===== src/rtl/packet_buffer_read_scheduler_if.sv =====
// -----------------------------------------------------------------------------
// packet_buffer_read_scheduler_if
//
// Bundles the buffer read port and the PacketPlayer delivery port seen by the
// read scheduler of one buffer partition.
//
//   pp_req     PP -> sched     per-PP level request for a packet
//   pb_ready   buf -> sched    per-FIFO non-empty flags
//   pb_select  sched -> buf    one-hot read select, pops the selected FIFO
//   pb_packet  buf -> sched    read data, valid one cycle after pb_select
//   pp_valid   sched -> PP     one-hot owner of the descriptor on pp_packet
//   pp_packet  sched -> PP     registered descriptor
//   pp_ack     PP -> sched     consume strobe, honoured only for the owner
//
// Modports: master = scheduler side, slave = buffer/PacketPlayer side.
// -----------------------------------------------------------------------------
interface packet_buffer_read_scheduler_if #(
  parameter int N     = 4,
  parameter int WIDTH = 32
);
  logic [N-1:0]     pp_req;
  logic [N-1:0]     pb_ready;
  logic [N-1:0]     pb_select;
  logic [WIDTH-1:0] pb_packet;
  logic [N-1:0]     pp_valid;
  logic [WIDTH-1:0] pp_packet;
  logic [N-1:0]     pp_ack;

  modport master (
    input  pp_req,
    input  pb_ready,
    input  pb_packet,
    input  pp_ack,
    output pb_select,
    output pp_valid,
    output pp_packet
  );

  modport slave (
    output pp_req,
    output pb_ready,
    output pb_packet,
    output pp_ack,
    input  pb_select,
    input  pp_valid,
    input  pp_packet
  );
endinterface


===== src/rtl/packet_buffer_read_scheduler.sv =====
// -----------------------------------------------------------------------------
// packet_buffer_read_scheduler
//
// Read-side scheduler for one packet buffer partition. Round-robin arbitrates
// among PacketPlayers whose request is up and whose FIFO is non-empty, pops
// the winner's FIFO with a one-cycle read select, captures the descriptor
// after the 1-cycle BRAM latency and offers it to the winner until acked.
//
// Ports:
//   i_clock         sole clock, rising edge
//   i_reset_n       asynchronous active-low reset
//   i_enable        global run enable; low freezes FSM, pointer and counter
//   bus             packet_buffer_read_scheduler_if.master (see interface)
//   o_busy          FSM not in IDLE
//   o_grant_count   delivered (acked) packets, wraps modulo 2^CNT_W
//
// Per-packet timeline with enable high, candidate seen in IDLE at cycle T:
//   T+1 pb_select, T+2 capture of pb_packet, T+3 pp_valid, T+4 back in IDLE.
// -----------------------------------------------------------------------------
module packet_buffer_read_scheduler #(
  parameter int N     = 4,
  parameter int WIDTH = 32,
  parameter int CNT_W = 16
) (
  input  logic                             i_clock,
  input  logic                             i_reset_n,
  input  logic                             i_enable,
  packet_buffer_read_scheduler_if.master   bus,
  output logic                             o_busy,
  output logic [CNT_W-1:0]                 o_grant_count
);

  localparam int RR_W = (N > 1) ? $clog2(N) : 1;

  typedef enum logic [1:0] {
    S_IDLE,
    S_FETCH,
    S_CAPTURE,
    S_OFFER
  } state_t;

  state_t           r_state;
  logic [RR_W-1:0]  r_rr;
  logic [RR_W-1:0]  r_winner;
  logic [N-1:0]     r_pp_valid;
  logic [WIDTH-1:0] r_pp_packet;
  logic [CNT_W-1:0] r_grant_count;

  logic [N-1:0]     w_cand;
  logic [N-1:0]     w_mask;
  logic [N-1:0]     w_masked;
  logic             w_any;
  logic [RR_W-1:0]  w_pick;
  logic [RR_W-1:0]  w_next_rr;
  logic [N-1:0]     w_winner_oh;

  // Index of the lowest set bit; 0 when the vector is empty (caller gates).
  function automatic logic [RR_W-1:0] lowest_set(input logic [N-1:0] v);
    logic [RR_W-1:0] idx;
    idx = '0;
    for (int i = N - 1; i >= 0; i--) begin
      if (v[i]) idx = RR_W'(i);
    end
    return idx;
  endfunction

  // Round-robin search as a two-pass priority pick: first the candidates at
  // or above the pointer, and only if none exist the whole vector (the wrap).
  always_comb begin
    // NOTE: every always_comb output gets a default first so no path can
    // leave it unassigned and infer a latch.
    w_mask   = '0;
    w_cand   = bus.pp_req & bus.pb_ready;
    for (int i = 0; i < N; i++) begin
      w_mask[i] = (i >= int'(r_rr));
    end
    w_masked = w_cand & w_mask;
    w_any    = |w_cand;
    w_pick   = (|w_masked) ? lowest_set(w_masked) : lowest_set(w_cand);
    w_next_rr = (w_pick == RR_W'(N - 1)) ? '0 : w_pick + RR_W'(1);
  end

  assign w_winner_oh = {{(N-1){1'b0}}, 1'b1} << r_winner;

  always_ff @(posedge i_clock or negedge i_reset_n) begin
    if (!i_reset_n) begin
      r_state       <= S_IDLE;
      r_rr          <= '0;
      r_winner      <= '0;
      r_pp_valid    <= '0;
      // NOTE: the descriptor register is reset too: it is a single visible
      // output register, not a storage array, and must read 0 out of reset.
      r_pp_packet   <= '0;
      r_grant_count <= '0;
    end else if (i_enable) begin
      // NOTE: sequential state is updated with non-blocking assignments so
      // every register samples the pre-edge values of its peers.
      unique case (r_state)
        S_IDLE: begin
          if (w_any) begin
            r_winner <= w_pick;
            r_rr     <= w_next_rr;
            r_state  <= S_FETCH;
          end
        end
        S_FETCH: begin
          // pb_select is driven this cycle; the buffer registers the address
          // on the closing edge and returns data during CAPTURE.
          r_state <= S_CAPTURE;
        end
        S_CAPTURE: begin
          r_pp_packet <= bus.pb_packet;
          r_pp_valid  <= w_winner_oh;
          r_state     <= S_OFFER;
        end
        S_OFFER: begin
          // Only the owner's ack bit is looked at; everything else is noise.
          if (bus.pp_ack[r_winner]) begin
            r_pp_valid    <= '0;
            r_grant_count <= r_grant_count + CNT_W'(1);
            r_state       <= S_IDLE;
          end
        end
        default: r_state <= S_IDLE;
      endcase
    end
  end

  // The pop must not fire while the FSM is frozen in FETCH, so the select is
  // qualified by the live enable rather than registered a cycle early.
  assign bus.pb_select = (r_state == S_FETCH && i_enable) ? w_winner_oh : '0;
  assign bus.pp_valid  = r_pp_valid;
  assign bus.pp_packet = r_pp_packet;
  assign o_busy        = (r_state != S_IDLE);
  assign o_grant_count = r_grant_count;

endmodule


===== src/flat_wrapper.sv =====
// flat-port wrapper written by rule: the top's interface ports become plain ports
module packet_buffer_read_scheduler_flat 
#(
  parameter int N     = 4,
  parameter int WIDTH = 32,
  parameter int CNT_W = 16
)
  (i_clock, i_reset_n, i_enable, o_busy, o_grant_count, bus_pp_req, bus_pb_ready, bus_pb_packet, bus_pp_ack, bus_pb_select, bus_pp_valid, bus_pp_packet);
  packet_buffer_read_scheduler_if #(.N(N), .WIDTH(WIDTH)) bus_i ();
  input  logic i_clock;
  input  logic i_reset_n;
  input  logic i_enable;
  output logic o_busy;
  output logic [CNT_W-1:0] o_grant_count;
  input wire logic [$bits(bus_i.pp_req)-1:0] bus_pp_req;
  input wire logic [$bits(bus_i.pb_ready)-1:0] bus_pb_ready;
  input wire logic [$bits(bus_i.pb_packet)-1:0] bus_pb_packet;
  input wire logic [$bits(bus_i.pp_ack)-1:0] bus_pp_ack;
  output wire logic [$bits(bus_i.pb_select)-1:0] bus_pb_select;
  output wire logic [$bits(bus_i.pp_valid)-1:0] bus_pp_valid;
  output wire logic [$bits(bus_i.pp_packet)-1:0] bus_pp_packet;
  assign bus_i.pp_req = bus_pp_req;
  assign bus_i.pb_ready = bus_pb_ready;
  assign bus_i.pb_packet = bus_pb_packet;
  assign bus_i.pp_ack = bus_pp_ack;
  assign bus_pb_select = bus_i.pb_select;
  assign bus_pp_valid = bus_i.pp_valid;
  assign bus_pp_packet = bus_i.pp_packet;
  packet_buffer_read_scheduler #(.N(N), .WIDTH(WIDTH), .CNT_W(CNT_W)) u_core (.i_clock(i_clock), .i_reset_n(i_reset_n), .i_enable(i_enable), .bus(bus_i), .o_busy(o_busy), .o_grant_count(o_grant_count));
endmodule

===== config.mk =====
export PLATFORM = sky130hd
export DESIGN_NAME = packet_buffer_read_scheduler_flat
export DESIGN_NICKNAME = d
export VERILOG_FILES = /design/src/rtl/packet_buffer_read_scheduler_if.sv /design/src/rtl/packet_buffer_read_scheduler.sv /design/src/flat_wrapper.sv
export SDC_FILE = /design/constraint.sdc
export NUM_CORES = 1
export LEC_CHECK = 0
export ABC_AREA = 1
export CORE_UTILIZATION = 48
export DETAILED_ROUTE_END_ITERATION = 12
export HOLD_SLACK_MARGIN = 0.1
export PLACE_DENSITY = 0.85
export SYNTH_ARGS = -nofsm -noshare
export SYNTH_HDL_FRONTEND = slang
export SYNTH_SLANG_ARGS = --single-unit

===== constraint.sdc =====
create_clock -name i_clock -period 2.6 [get_ports i_clock]
set_input_delay 0.52 -clock i_clock [delete_from_list [all_inputs] [get_ports i_clock]]
set_output_delay 0.52 -clock i_clock [all_outputs]
set_load 0.005 [all_outputs]

==> results of run 1 <==
[per-layer routing]
metal / GRT usage, % / part of all wire, % / up-vias
li1: - / - / 1383
met1: 30.0 / 41 / 1331
met2: 39.8 / 49 / 99
met3: 8.80 / 8.9 / 7
met4: 10.5 / 0.99 / 0
met5: 0 / 0 / -
[worst paths after layout]
check,cells after the start,slack (ns),to,from
min in group i_clock,2,0.48,u_core.bus.pp_valid[1],u_core.bus.pp_valid[1]
worst max-delay path,4,0.29,bus_pb_select[2],i_enable
worst max register to register,7,1.07,u_core.bus.pp_packet[21],u_core.r_state[0]
max in group asynchronous,2,1.83,u_core.o_grant_count[12],i_reset_n
worst min register to register,2,0.48,u_core.bus.pp_valid[1],u_core.bus.pp_valid[1]
worst min-delay path,1,0.19,u_core.r_rr[0],i_reset_n
[layout make-up]
type / instances / area (um2) / area share (%)
clock inverters: 4 / 72.6 / 1.72
repair buffers: 107 / 1070 / 25.3
clock buffers: 12 / 165 / 3.91
well taps: 72 / 90.1 / 2.14
inverters: 24 / 97.6 / 2.31
multi-input cells: 285 / 1270 / 30.2
flip-flops and latches: 58 / 1450 / 34.4
[stage by stage]
step / utilization (%) / setup WS (ns)
final: 74.3 / 0.291
after global routing: 74.3 / 0.222
after CTS: 74.3 / 0.280
after detailed placement: 70.1 / 0.280
after global placement: 70.1 / 0.337
after floorplan: - / 1.17
[cells in the mapped netlist, drive strengths merged]
cell      n
nand2   203
dfrtp    58
inv      24
nor2     24
nand3    15
o21ai    13
nand4    12
buf       7
ha        6
xnor2     5
clkbuf    3
a21oi     2
nor3      2
xor2      2
or2       1
[power by group through the flow]
stage / Combinational, mW / Sequential [mW] / Clock (mW)
final: 1.63 / 1.55 / 0.982
after detailed placement: 1.63 / 1.54 / 0
after global routing: 1.84 / 1.59 / 1.03
after floorplan: 0.744 / 1.52 / 0
after CTS: 1.64 / 1.54 / 0.996
after global placement: 1.58 / 1.53 / 0
[critical path, cell delays in order]
cell	delay (ns)
clkdlybuf4s50_1	0.48
nand2_1	0.11
nor3_1	0.16
clkdlybuf4s50_1	0.53
[cells by family (layout without fill, tap and decap cells)]
| group | count (synthesis) | after routing |
|---|---|---|
| buf+inv | 34 | 147 |
| simple gates | 257 | 257 |
| fa+ha+maj | 6 | 6 |
| flops | 58 | 58 |
| compound gates | 15 | 15 |
| xor+xnor | 7 | 7 |
[registers in the layout, summed over array words and instances (netlist names)]
name / count
u_core.bus.pp_valid: 4
u_core.r_state: 2
u_core.r_rr: 2
u_core.bus.pp_packet: 32
u_core.o_grant_count: 16
u_core.r_winner: 2
==> results.txt, run 1 <==
Worst-path clk slew - 0.07 ns
clock buffer depth - 2
synth warn - 0
Final Critical Period - 2.31 ns
Synth Area in XOR/XNOR - 2.11%
crit share post-route - 88.8%
largest net degree at the start of global routing - 33
post-synth top area share - 50.1%
Setup crit end kind - primary output
Pre-Repair DR Iteration Count - 4
TNS Setup - 0 ns
combinational power share - 39.1%
Yosys cell types - 26
number of synthesized register bits - 58
Die Wd - 79.7 um
layout cell share with drive strength beyond 1 - 7.55%
most frequent cells in the layout - 198 x nand2_1, 102 x clkdlybuf4s50_1, 58 x dfrtp_1
Clk Latency, worst-skew pair - 0.34 ns
DP HPWL - 5.14 mm
internal power - 2.76 mW
Post CTS Setup Buffer Count - 0
Synth Area in Adders - 2.59%
status - finished clean
Sw Share - 33.5%
share of synthesized area spent on multiplexers - 0%
Final setup viols - 0
simple-gate portion of the synthesized area - 36.3%
Max Clock Freq - 433 MHz
Placed Area - 0.00398 mm2
Avg Cell Area, Syn - 7.69 um2
GP Congestion - 0.830
Worst Path Arrival - 1.79 ns
PD cells - 985 mW/mm2
Clock power frac - 23.6%
DRC violations left - 0
clock root buffer - clkbuf_8
placed cells - 546
hold slack final - 0.190 ns
Req. time, crit path - 2.08 ns
post-DR vias/cell - 5.02
# hold bufs at CTS - 0
post-CTS sizing - 0
Worst Max-Slew Pin Slew - 0.611 ns
vias - 2,820
# fillers - 395
initial DRC count - 116
Initial Util - 51.1%
Synthesized Nets - 430
commonest non-fill, non-tap cell in the layout - nand2_1
Final Cell Area - 0.00422 mm2
total grt overflow - 0
IO Count - 104
Hold Path Class - in2async
first-pass GRT wire length - 12.0 mm
Pins Over Slew Limit - 0
post-synthesis compound-gate area fraction - 2.98%
Final Hold Viols - 0
Synth Cell Area - 0.00290 mm2
WL/cell - 12.7 um
Num CTS Buffers - 9
vias in the first global route - 2,698
CTS tree - yes
Core Rows - 27
CTS H-Tree Depth - 3
diodes inserted - 0
Setup CP Type - in2out
DRT antenna net count - 0
MaxCap Viol Count - 0
post-synthesis cell count - 377
Slew headroom - 59.3%
initial antenna violation count - 0
Power Total - 4.16 mW
GRT Util Overall - 24.8%
Worst VDD drop - 0.556 mV
LEAKAGE - 2.06 nW
filler-free cell count of the finished design - 562
Synth area leaders - dfrtp_1 50%, nand2_1 26%, inv_1 2.8%
CP startpoint kind - primary input
area grow syn2layout - 45.5%
core area - 0.00568 mm2
biggest area consumer among synthesized cells - dfrtp_1
Reg power frac - 37.3%
Clock Sinks - 58
IO Port Bufs - 103
post-synthesis sequential area ratio - 50.1%
nets - 538
Final Skew - 0.00765 ns
Die ar. - 0.00635 mm2
Psw - 1.39 mW
die height - 79.7 um
worst-path fanout max - 4
Routed WL - 7.16 mm
largest family of logic cells by synthesized area - simple AND/OR/NAND/NOR gates
RSZ-0062 raised after global routing - no
Note: power is estimated with default switching activity, not from simulation.
==> inputs of run 2 (changes only) <==
--- a/config.mk
+++ b/config.mk
@@ -6,6 +6,7 @@
 export NUM_CORES = 1
 export LEC_CHECK = 0
 export ABC_AREA = 1
+export CAP_MARGIN = 20
 export CORE_UTILIZATION = 48
 export DETAILED_ROUTE_END_ITERATION = 12
 export HOLD_SLACK_MARGIN = 0.1
==> results of run 2 <==
Final layout, timing and power as in run 1 (identical DEF).
